File: src/rtl/uart_tx_sched.sv
// Round-robin scheduler sharing one UART transmitter between NREQ byte sources.
// Sequences the level tx_start/tx_busy handshake for one frame per grant, then acks or flags err.
module uart_tx_sched #(
  parameter int NREQ     = 4,
  parameter int DW       = 8,
  parameter int START_TO = 16,
  parameter int GAP      = 1
) (
  input  logic               clk,
  input  logic               rstn,
  input  logic [NREQ-1:0]    req,
  input  logic [NREQ*DW-1:0] data,
  output logic [NREQ-1:0]    ack,
  output logic [NREQ-1:0]    grant,
  output logic               err,
  output logic               tx_start,
  output logic [DW-1:0]      tx_data,
  input  logic               tx_busy,
  output logic               sched_busy,
  output logic [1:0]         dbg_state_o
);

  localparam int PW = $clog2(NREQ);
  localparam int TW = $clog2(START_TO + 1);
  localparam int GW = $clog2(GAP + 1);

  typedef enum logic [1:0] {IDLE, START, SEND, RELEASE} state_e;

  state_e            state_q, state_d;
  logic [NREQ-1:0]   grant_q, grant_d;
  logic [NREQ-1:0]   ack_q, ack_d;
  logic              err_q, err_d;
  logic              tx_start_q, tx_start_d;
  logic [DW-1:0]     tx_data_q, tx_data_d;
  logic              sched_busy_q, sched_busy_d;
  logic [PW-1:0]     ptr_q, ptr_d;
  logic [TW-1:0]     to_cnt_q, to_cnt_d;
  logic [GW-1:0]     gap_cnt_q, gap_cnt_d;

  logic              win_found;
  logic [PW-1:0]     win_idx;
  logic [PW-1:0]     cand;

  // Scan upward from the index after the last one served, so it gets lowest priority.
  always_comb begin
    win_found = 1'b0;
    win_idx   = ptr_q;
    cand      = '0;
    for (int i = 1; i <= NREQ; i++) begin
      cand = PW'((int'(ptr_q) + i) % NREQ);
      if (!win_found && req[cand]) begin
        win_found = 1'b1;
        win_idx   = cand;
      end
    end
  end

  always_comb begin
    state_d    = state_q;
    grant_d    = grant_q;
    ack_d      = '0;
    err_d      = 1'b0;
    tx_start_d = tx_start_q;
    tx_data_d  = tx_data_q;
    ptr_d      = ptr_q;
    to_cnt_d   = to_cnt_q;
    gap_cnt_d  = gap_cnt_q;
    case (state_q)
      IDLE: begin
        if (win_found) begin
          state_d          = START;
          grant_d          = '0;
          grant_d[win_idx] = 1'b1;
          tx_data_d        = data[int'(win_idx)*DW +: DW];
          ptr_d            = win_idx;
          tx_start_d       = 1'b1;
          to_cnt_d         = '0;
        end
      end
      START: begin
        if (tx_busy) begin
          state_d = SEND;
        end else if (to_cnt_q == TW'(START_TO - 1)) begin
          // Pointer keeps the failed index so a dead requester cannot monopolise the link.
          state_d    = RELEASE;
          err_d      = 1'b1;
          grant_d    = '0;
          tx_start_d = 1'b0;
          gap_cnt_d  = '0;
        end else if (to_cnt_q != {TW{1'b1}}) begin
          to_cnt_d = to_cnt_q + TW'(1);
        end
      end
      SEND: begin
        if (!tx_busy) begin
          state_d    = RELEASE;
          ack_d      = grant_q;
          grant_d    = '0;
          tx_start_d = 1'b0;
          gap_cnt_d  = '0;
        end
      end
      RELEASE: begin
        if (gap_cnt_q == GW'(GAP - 1)) begin
          state_d = IDLE;
        end else begin
          gap_cnt_d = gap_cnt_q + GW'(1);
        end
      end
      default: state_d = IDLE;
    endcase
    sched_busy_d = (state_d != IDLE);
  end

  always_ff @(posedge clk or negedge rstn) begin
    if (!rstn) begin
      state_q      <= IDLE;
      grant_q      <= '0;
      ack_q        <= '0;
      err_q        <= 1'b0;
      tx_start_q   <= 1'b0;
      tx_data_q    <= '0;
      sched_busy_q <= 1'b0;
      ptr_q        <= PW'(NREQ - 1);
      to_cnt_q     <= '0;
      gap_cnt_q    <= '0;
    end else begin
      state_q      <= state_d;
      grant_q      <= grant_d;
      ack_q        <= ack_d;
      err_q        <= err_d;
      tx_start_q   <= tx_start_d;
      tx_data_q    <= tx_data_d;
      sched_busy_q <= sched_busy_d;
      ptr_q        <= ptr_d;
      to_cnt_q     <= to_cnt_d;
      gap_cnt_q    <= gap_cnt_d;
    end
  end

  assign ack         = ack_q;
  assign grant       = grant_q;
  assign err         = err_q;
  assign tx_start    = tx_start_q;
  assign tx_data     = tx_data_q;
  assign sched_busy  = sched_busy_q;
  assign dbg_state_o = state_q;

endmodule

File: config.mk
export PLATFORM = sky130hd
export DESIGN_NAME = uart_tx_sched
export DESIGN_NICKNAME = d
export VERILOG_FILES = /design/src/rtl/uart_tx_sched.sv
export SDC_FILE = /design/constraint.sdc
export NUM_CORES = 1
export LEC_CHECK = 0
export ABC_AREA = 1
export CELL_PAD_IN_SITES_DETAIL_PLACEMENT = 0
export CELL_PAD_IN_SITES_GLOBAL_PLACEMENT = 1
export CORE_ASPECT_RATIO = 0.6
export CORE_UTILIZATION = 29
export DETAILED_ROUTE_END_ITERATION = 8
export GPL_TIMING_DRIVEN = 0
export PLACE_DENSITY_LB_ADDON = 0.08
export REMOVE_ABC_BUFFERS = 1
export SYNTH_ARGS = -nofsm -noshare
export SYNTH_HDL_FRONTEND = slang
export SYNTH_SLANG_ARGS = --single-unit
File: constraint.sdc
create_clock -name clk -period 1.7 [get_ports clk]
set_input_delay 0.34 -clock clk [delete_from_list [all_inputs] [get_ports clk]]
set_output_delay 0.34 -clock clk [all_outputs]
set_load 0.01 [all_outputs]
==> results.tsv, run 1 <==
stage	metric	value	unit
placed_design	Port Buffers	59	
cells_and_area	fin util	0.524	
outcome	failing checks	setup timing	
detailed_routing	routed len/inst	14.5	µm
global_route	largest net degree at the start of global routing	29	
clocking	Post-CTS Hold Buffers	0	
global_route	Overall Global Routing Usage	0.180	
floorplanning	core area	6280	µm²
timing	worst-margin pin slew	641	ps
clocking	clock latency on the worst-skew pair	280	ps
clocking	H-Tree Depth	1	
synthesis	number of synthesized flops with an enable pin	0	
timing	crit path time final	1930	ps
cells_and_area	synthesis-to-finish area growth	70.7	%
synthesis	Synth Register Bits	28	
pwr	Peak VDD IR	862	µV
detailed_routing	total wire length	6270	µm
detailed_routing	drt pass-1 iters	5	
placed_design	post-place instance area	2570	µm²
clocking	TritonCTS buffer count	3	
cells_and_area	diode count	0	
placed_design	GPL Wtd Cong	0.770	
global_route	initial antenna violation count	0	
min_path	Hold Crit Class	in -> async	
timing	Hold Fails Final Rpt	0	
timing	final setup violation count	23	
pwr	PwrDens	2230	nW/µm²
timing	clock skew	4.52	ps
outcome	outcome	complete, but fails checks	
pwr	Power Total	7350	µW
clocking	clock slew at reported path FFs	90	ps
clocking	Longest Clk Path Bufs	2	
synthesis	register area share after synthesis	0.365	
floorplanning	row count	22	
worst_setup_path	CP Capture Type	flop	
synthesis	Synth Cell Area	1930	µm²
clocking	Root Driver	clkbuf_8	
global_route	total grt overflow	0	
pwr	clock power share	0.051	
detailed_routing	total number of vias	2049	
placed_design	HPWL after DPL	3980	µm
cells_and_area	nets@finish	398	
global_route	vias in the first global route	2048	
floorplanning	Die Y	65.2	µm
worst_setup_path	CP Class	reg -> reg	
detailed_routing	Routed Antenna Nets	0	
worst_setup_path	Data required, critical path	1870	ps
worst_setup_path	worst-path fanout max	6	
timing	setup ws final	-231	ps
pwr	P_int	3490	µW
pwr	Sw Pwr	3860	µW
worst_setup_path	origin of the critical flop-to-flop path	ptr_q[0]	
synthesis	synth unique cells	27	
timing	slew margin rel.	0.573	
detailed_routing	# DRC	0	
worst_setup_path	CP arrival	2100	ps
detailed_routing	Vias/cell	4.73	
detailed_routing	drt initial violations	68	
timing	unrepaired setup endpoints after global routing	true	
floorplanning	die boundary width	107	µm
timing	max-slew violation count	0	
timing	final period utilization	1.14	
run	max_cap viols	0	
worst_setup_path	r2r endpoint	tx_data[1]	
synthesis	Avg Cell Area, Syn	7.33	µm²
clocking	CTS tree	done	
clocking	clk sinks	28	
worst_setup_path	R2R Setup Slk	-230	ps
timing	TNS Setup	-4020	ps
pwr	combinational share of power	0.797	
floorplanning	Initial Utilization	0.307	
synthesis	ys flop type	dfrtp_1	
cells_and_area	commonest non-fill, non-tap cell in the layout	clkdlybuf4s50_1	
pwr	Flop pwr share	0.152	
synthesis	cells after synthesis	263	
global_route	first-pass GRT wire length	9760	µm
worst_setup_path	Worst Reg-to-Reg Cells	12	
pwr	switching portion of total power	0.525	
floorplanning	DIE AREA	6990	µm²
timing	FMAX	518	MHz
floorplanning	I/O Pins	60	
worst_setup_path	startpoint types	flop	
cells_and_area	post-route cell area	3290	µm²
cells_and_area	most frequent cells in the layout	58 x clkdlybuf4s50_1, 52 x nand2_1, 45 x nand3_1	
placed_design	pre-CTS setup slack	-572	ps
cells_and_area	share of post-route cells with drive strength above 1	0.327	
synthesis	synth warn	0	
pwr	Leakage	0.00149	µW
synthesis	Post-synth ARST share	1.00	
==> kinds of logic after synthesis <==
group / count (synthesis) / synth area share
AND/OR/NAND/NOR: 173 / 0.435
XOR/XNOR: 1 / 0.00454
adder cells (fa/ha/maj): 9 / 0.0584
buffers and inverters: 32 / 0.0798
flip-flops: 28 / 0.365
AO/OA/AOI/OAI: 20 / 0.0571
==> critical path, stage by stage, from the launching register on <==
cell and delay (ps):
dfstp_2 620, buf_6 170, nand2_4 60, nand2_4 100
nand2_4 80, nand2_8 100, inv_6 50, nand3_4 140
nand3_4 140, nand2_8 130, nand3_1 80, nand3_1 90
nand2_1 50
==> metrics by stage <==
step	hold slack, ps	instances
after detailed placement	472	400
after floorplan	44.4	257
after global routing	122	433
after CTS	496	426
after global placement	465	400
final	77.2	433
==> layout make-up <==
| type | count | area [µm²] |
|---|---|---|
| repair buffers | 85 | 828 |
| clock buffers | 4 | 45.0 |
| inverters | 26 | 118 |
| flip-flops and latches | 28 | 704 |
| fillers | 610 | 2990 |
| multi-input cells | 206 | 1490 |
| well taps | 84 | 105 |
==> routing by layer <==
layer / vias up / wire, µm / GRT usage
met3: 4 / 255 / 0.0357
met1: 964 / 3260 / 0.264
met5: - / 0 / 0
met2: 41 / 2720 / 0.282
li1: 1040 / - / -
met4: 0 / 27 / 0.0205
==> repair_timing <==
action / in CTS / in global routing
pin swaps: 5 / 22
setup endpoints to repair: 23 / 25
resized for setup: 56 / 47
buffers inserted: 19 / 6
hold endpoints to repair: 0 / 0
gates cloned: 3 / 1
==> Yosys cell counts, types with 5 or more instances <==
cell type / instances / share of area
nand3_1: 63 / 0.16
o21ai_1: 6 / 0.016
ha_1: 9 / 0.058
nand2_1: 74 / 0.14
inv_2: 8 / 0.016
nor2_1: 12 / 0.023
inv_1: 17 / 0.033
nand2_4: 5 / 0.029
nand2_2: 12 / 0.039
a21oi_1: 7 / 0.018
dfrtp_1: 26 / 0.34
==> sequential cells by signal, indices dropped and copies added (netlist names) <==
signal,flops
tx_data,8
to_cnt_q,5
ack,4
grant,4
dbg_state_o,2
ptr_q,2
err,1
sched_busy,1
tx_start,1
==> worst max path at each step <==
stage | from | endpoint | slack (ps) | cells past startpoint
final | ptr_q[0] | tx_data[1] | -230 | 12
after global routing | ptr_q[0] | tx_data[4] | -320 | 12
after CTS | ptr_q[0] | tx_data[2] | -200 | 12
after detailed placement | ptr_q[0] | tx_data[0] | -570 | 13
after global placement | ptr_q[0] | tx_data[1] | -590 | 13
after floorplan | ptr_q[0] | tx_data[0] | -170 | 13
==> power by group through the flow <==
stage	clock network, µW	logic, µW	registers (µW)
after floorplan	0	2400	1180
after global placement	0	3560	1160
after detailed placement	0	3570	1160
after CTS	391	4930	1120
after global routing	414	6380	1150
final	374	5860	1110
Power figures use the tool's default switching activity.
==> inputs of run 2 (changes only) <==
clock period = 1.9 ns   (was 1.7 ns; I/O delays follow)
==> run 2 against run 1 <==
  * The flow still finishes with violations (setup timing)
  * Largest power group unchanged
  * Via count shrank 0.29%
  * Routed wire length grew 1.6%
  * Clock-buffer cell count unchanged
  * Critical path type unchanged
  * Flip-flop and latch count is the same
==> results.tsv, run 2 (synthesis gave the netlist of run 1 again) <==
stage	metric	value	unit	change
placed_design	HPWL after DPL	3980	µm	unchanged
pwr	Power Total	7030	µW	-4.4%
cells_and_area	final non-filler cell total	434		+0.23%
detailed_routing	drt pass-1 iters	4		-1
timing	max-slew violation count	0		unchanged
cells_and_area	commonest non-fill, non-tap cell in the layout	clkdlybuf4s50_1		
timing	final setup violation count	18		-22%
cells_and_area	share of post-route cells with drive strength above 1	0.423		+0.0962
worst_setup_path	worst-path fanout max	6		unchanged
cells_and_area	most frequent cells in the layout	58 x clkdlybuf4s50_1, 49 x nand2_1, 42 x nand3_2		
outcome	outcome	complete, but fails checks		
placed_design	Port Buffers	59		unchanged
floorplanning	Initial Utilization	0.307		unchanged
global_route	initial antenna violation count	0		unchanged
global_route	total grt overflow	0		unchanged
cells_and_area	post-route cell area	3460	µm²	+5.1%
timing	FMAX	508	MHz	-1.9%
pwr	PwrDens	2030	nW/µm²	-9.0%
global_route	vias in the first global route	1920		-6.3%
min_path	Hold Crit Class	in -> async		
floorplanning	die boundary width	107	µm	unchanged
timing	slew margin rel.	0.572		about the same
placed_design	dpl cells	400		unchanged
run	max_cap viols	0		unchanged
timing	unrepaired setup endpoints after global routing	true		
worst_setup_path	CP Class	reg -> reg		
worst_setup_path	CP arrival	2150	ps	+50 ps
cells_and_area	max reg flops	8		unchanged
pwr	Flop pwr share	0.142		-0.010
timing	Hold Fails Final Rpt	0		unchanged
clocking	CTS tree	done		
global_route	first-pass GRT wire length	9170	µm	-6.1%
clocking	Root Driver	clkbuf_8		
clocking	Longest Clk Path Bufs	2		unchanged
cells_and_area	filler instances	578		-5.2%
placed_design	post-place instance area	2570	µm²	unchanged
detailed_routing	Vias/cell	4.71		-0.52%
cells_and_area	synthesis-to-finish area growth	79.4	%	
detailed_routing	# DRC	0		unchanged
cells_and_area	diode count	0		unchanged
global_route	Overall Global Routing Usage	0.168		-0.0122
cells_and_area	fin util	0.551		+0.0267
pwr	clock power share	0.048		-0.003
worst_setup_path	Data required, critical path	2080	ps	+210 ps
clocking	clk sinks	28		unchanged
detailed_routing	routed len/inst	14.7	µm	+1.3%
timing	Hold WS	118	ps	+40.4 ps
global_route	largest net degree at the start of global routing	29		unchanged
detailed_routing	total wire length	6370	µm	+1.6%
floorplanning	DIE AREA	6990	µm²	unchanged
floorplanning	I/O Pins	60		unchanged
pwr	Peak VDD IR	887	µV	+2.9%
placed_design	GPL Wtd Cong	0.770		unchanged
clocking	clock slew at reported path FFs	90	ps	about the same
pwr	Leakage	0.00156	µW	+4.6%
cells_and_area	nets@finish	399		+0.25%
timing	worst-margin pin slew	641	ps	+0.692 ps
detailed_routing	drt initial violations	135		+99%
clocking	clock latency on the worst-skew pair	280	ps	about the same
floorplanning	row count	22		unchanged
floorplanning	Die Y	65.2	µm	unchanged
timing	clock skew	4.82	ps	+0.299 ps
detailed_routing	Routed Antenna Nets	0		unchanged
detailed_routing	total number of vias	2043		-0.29%
pwr	switching portion of total power	0.531		+0.00570
timing	setup ws final	-68.2	ps	+163 ps
clocking	H-Tree Depth	1		unchanged
worst_setup_path	startpoint types	flop		
pwr	combinational share of power	0.811		+0.014
pwr	P_int	3300	µW	-5.5%
outcome	failing checks	setup timing		
worst_setup_path	CP Capture Type	flop		
clocking	TritonCTS buffer count	3		unchanged
pwr	Sw Pwr	3730	µW	-3.3%
clocking	Post-CTS Hold Buffers	0		unchanged
timing	crit path time final	1970	ps	+37.3 ps
floorplanning	core area	6280	µm²	unchanged
timing	final period utilization	1.04		-0.0999
[run 2: changes by cell type in the layout (fill, tap and decap cells not counted), sizes merged]
cell / delta
nand2: +1
clkbuf: +1
buf: -1
[run 2: final timing paths]
check	startpoint	endpoint	slack (ps)	depth (start not counted)
min in group clk	tx_data[7]	tx_data[7]	490	2
worst max-delay path	ptr_q[0]	tx_data[5]	-70	12
worst min register to register	tx_data[7]	tx_data[7]	490	2
worst min-delay path	rstn	grant[0]	120	1
max in group asynchronous	rstn	dbg_state_o[1]	1330	1
worst max register to register	ptr_q[0]	tx_data[5]	-70	12
[run 2: area by class of cell]
class,count,area [µm²],area share
sequential,28,704,0.204
inverter,26,118,0.0340
tap,84,105,0.0304
clock buffer,4,45.0,0.0130
multi-input combinational,207,1650,0.476
timing repair buffer,85,841,0.243
[run 2: timing repair]
action,CTS,global route
endpoints found under the hold margin,0,0
setup endpoints to repair,22,23
resized for setup,21,119
pin swaps,1,56
cloned,0,6
setup buffers,12,12
[run 2: critical path, stage by stage (launching register included)]
cell and delay, ps:
dfstp_2 610, clkinv_4 120, nand2_4 110, nand2_8 80, nand2_4 100, nand2_8 70, nand2_4 90, nand3_4 170
clkbuf_16 210, nand3_1 70, nand3_1 90, nand3_2 70, nand2_1 50
[run 2: per-stage QoR]
| step | setup TNS [ps] | setup WS [ps] |
|---|---|---|
| after CTS | -70.8 | -12.3 |
| after global placement | -7510 | -400 |
| final | -662 | -68.2 |
| after floorplan | 0 | 26.5 |
| after global routing | -2490 | -147 |
| after detailed placement | -7110 | -388 |
[run 2: layer usage]
metal  GRT usage  part of all wire  vias up
met5           0                 0        -
met4      0.0205            0.0030        0
met3      0.0387             0.060        2
met2       0.255              0.41       53
met1       0.248              0.52      946
li1            -                 -     1042
[run 2: power by group through the flow]
stage,registers [µW],logic [µW],clock network (µW)
floorplan,1060,2140,0
global placement,1040,3180,0
detailed placement,1030,3200,0
CTS,987,3830,350
global route,1020,6160,370
finish,997,5700,334
==> inputs of run 3 (changes only) <==
CORE_MARGIN = 1.5   (was unset)
SLEW_MARGIN = 20   (was unset)
==> run 3 against run 2 <==
  * The flow still finishes with violations (setup timing)
  * Setup slack lost 41 ps
  * Power down 4.3%
  * Clock skew is 2.9 ps lower
  * Sequential share of layout area up 1.4 points
  * Largest power group unchanged
  * First-iteration DRC count decreased by 30%
  * Cell count fell by 0.92%
  * Core utilization down 3.5 points
  * Fmax is 2.1% lower
  * Worst hold slack got worse by 4.1 ps
==> results.tsv, run 3 (synthesis gave the netlist of run 1 again) <==
stage	metric	value	unit	change
cells_and_area	share of post-route cells with drive strength above 1	0.275		-0.148
outcome	failing checks	setup timing		
clocking	Longest Clk Path Bufs	2		unchanged
cells_and_area	most frequent cells in the layout	59 x nand2_1, 58 x clkdlybuf4s50_1, 52 x nand3_1		
timing	Hold Fails Final Rpt	0		unchanged
timing	unrepaired setup endpoints after global routing	true		
clocking	Root Driver	clkbuf_8		
cells_and_area	nets@finish	395		-1.0%
timing	setup ws final	-110	ps	-41.3 ps
global_route	initial antenna violation count	0		unchanged
timing	final period utilization	1.06		+0.0217
worst_setup_path	slowest CP cell	dfstp_2		
clocking	clock slew at reported path FFs	90	ps	about the same
pwr	Leakage	0.00144	µW	-7.6%
cells_and_area	final non-filler cell total	430		-0.92%
global_route	Overall Global Routing Usage	0.165		-0.00252
floorplanning	I/O Pins	60		unchanged
detailed_routing	drt pass-1 iters	6		+2
pwr	Peak VDD IR	790	µV	-11%
placed_design	dpl cells	400		unchanged
worst_setup_path	origin of the critical flop-to-flop path	ptr_q[0]		
floorplanning	Die Y	66.2	µm	+1.5%
clocking	clock latency on the worst-skew pair	270	ps	about the same
floorplanning	row count	22		unchanged
cells_and_area	max reg flops	8		unchanged
worst_setup_path	slowest stage delay, CP	580	ps	-30 ps
cells_and_area	diode count	0		unchanged
global_route	vias in the first global route	1891		-1.5%
floorplanning	DIE AREA	7160	µm²	+2.5%
detailed_routing	Vias/cell	4.83		+2.7%
detailed_routing	total wire length	6550	µm	+2.9%
global_route	first-pass GRT wire length	9200	µm	+0.29%
placed_design	Port Buffers	59		unchanged
run	max_cap viols	0		unchanged
placed_design	GPL Wtd Cong	0.819		+6.5%
clocking	Post-CTS Hold Buffers	0		unchanged
clocking	clk sinks	28		unchanged
detailed_routing	routed len/inst	15.2	µm	+3.8%
timing	crit path time final	2010	ps	+41.3 ps
placed_design	post-place instance area	2560	µm²	-0.19%
worst_setup_path	CP Class	reg -> reg		
floorplanning	die boundary width	108	µm	+0.93%
worst_setup_path	Worst Reg-to-Reg Cells	12		unchanged
worst_setup_path	startpoint types	flop		
detailed_routing	# DRC	0		unchanged
worst_setup_path	Data required, critical path	2070	ps	about the same
worst_setup_path	r2r endpoint	tx_data[0]		
placed_design	HPWL after DPL	4130	µm	+3.7%
floorplanning	Initial Utilization	0.307		unchanged
global_route	largest net degree at the start of global routing	29		unchanged
timing	max-slew violation count	0		unchanged
floorplanning	core area	6280	µm²	unchanged
detailed_routing	drt initial violations	95		-30%
clocking	H-Tree Depth	1		unchanged
timing	worst-margin pin slew	630	ps	-11.2 ps
cells_and_area	commonest non-fill, non-tap cell in the layout	nand2_1		
worst_setup_path	R2R Setup Slk	-110	ps	-40 ps
outcome	outcome	complete, but fails checks		
pwr	PwrDens	2080	nW/µm²	+2.2%
worst_setup_path	CP arrival	2180	ps	+30 ps
worst_setup_path	critical-path cell list	clkinv_4 > nand2_1 > nand2_2 > nand2_4 > buf_4 > nand4_1 > nand2_2 > nand2_4 > nand2_8 > nand3_1 > nand3_1 > nand2_1		
detailed_routing	Routed Antenna Nets	0		unchanged
timing	slew margin rel.	0.580		+0.00750
timing	clock skew	1.91	ps	-2.91 ps
global_route	total grt overflow	0		unchanged
cells_and_area	synthesis-to-finish area growth	67.8	%	
clocking	CTS tree	done		
min_path	Hold Crit Class	in -> async		
detailed_routing	total number of vias	2079		+1.8%
worst_setup_path	CP Capture Type	flop		
clocking	TritonCTS buffer count	3		unchanged
worst_setup_path	worst-path fanout max	6		unchanged
timing	final setup violation count	18		unchanged
cells_and_area	post-route cell area	3240	µm²	-6.4%
timing	FMAX	498	MHz	-2.1%
## run 3: layout make-up
type,count,area [µm²]
Sequential cell,28,703
Fill cell,604,3040
Clock buffer,4,55.1
Tap cell,84,105
Inverter,26,125
Timing Repair Buffer,78,752
Multi-Input combinational cell,210,1500
## run 3: worst max path at each step
stage / start / end / slack, ps
global route: ptr_q[0] / tx_data[0] / -200
CTS: ptr_q[0] / tx_data[1] / -20
global placement: ptr_q[0] / tx_data[5] / -450
detailed placement: req[0] / tx_data[5] / -430
finish: ptr_q[0] / tx_data[0] / -110
floorplan: ptr_q[0] / tx_data[0] / 30
## run 3: stage by stage
step	TNS (ps)	hold WS [ps]	total power [µW]	worst slack [ps]	util
finish	-887	114	6730	-110	0.516
global placement	-7410	466	4250	-452	0.409
floorplan	0	84.4	3200	26.5	-
CTS	-103	127	5080	-21.6	0.440
detailed placement	-5870	438	4240	-428	0.409
global route	-3040	167	7230	-195	0.516
## run 3: where the power goes
part / internal, µW / total (µW) / switching (µW) / leakage (µW)
logic: 2100 / 5380 / 3280 / 0.00105
clock network: 186 / 366 / 180 / 0.0000288
registers: 828 / 983 / 155 / 0.000358
## run 3: layer usage
layer	vias up	GRT usage	share of wire
li1	1042	-	-
met5	-	0	0
met1	957	0.251	0.52
met4	0	0.0214	0.0026
met3	5	0.0404	0.082
met2	75	0.239	0.39
## run 3: worst max-delay path, delay by kind of cell, from the launching register on
family / cells / cell delay (ps)
flip-flops: 1 / 580
buffers and inverters: 2 / 220
AND/OR/NAND/NOR: 10 / 1090
## run 3: timing repair
| action | in CTS | in global routing |
|---|---|---|
| gates resized for setup | 21 | 66 |
| setup buffers | 5 | 14 |
| endpoints found under the setup margin | 22 | 20 |
| cloned | 0 | 7 |
| pin swaps | 3 | 28 |
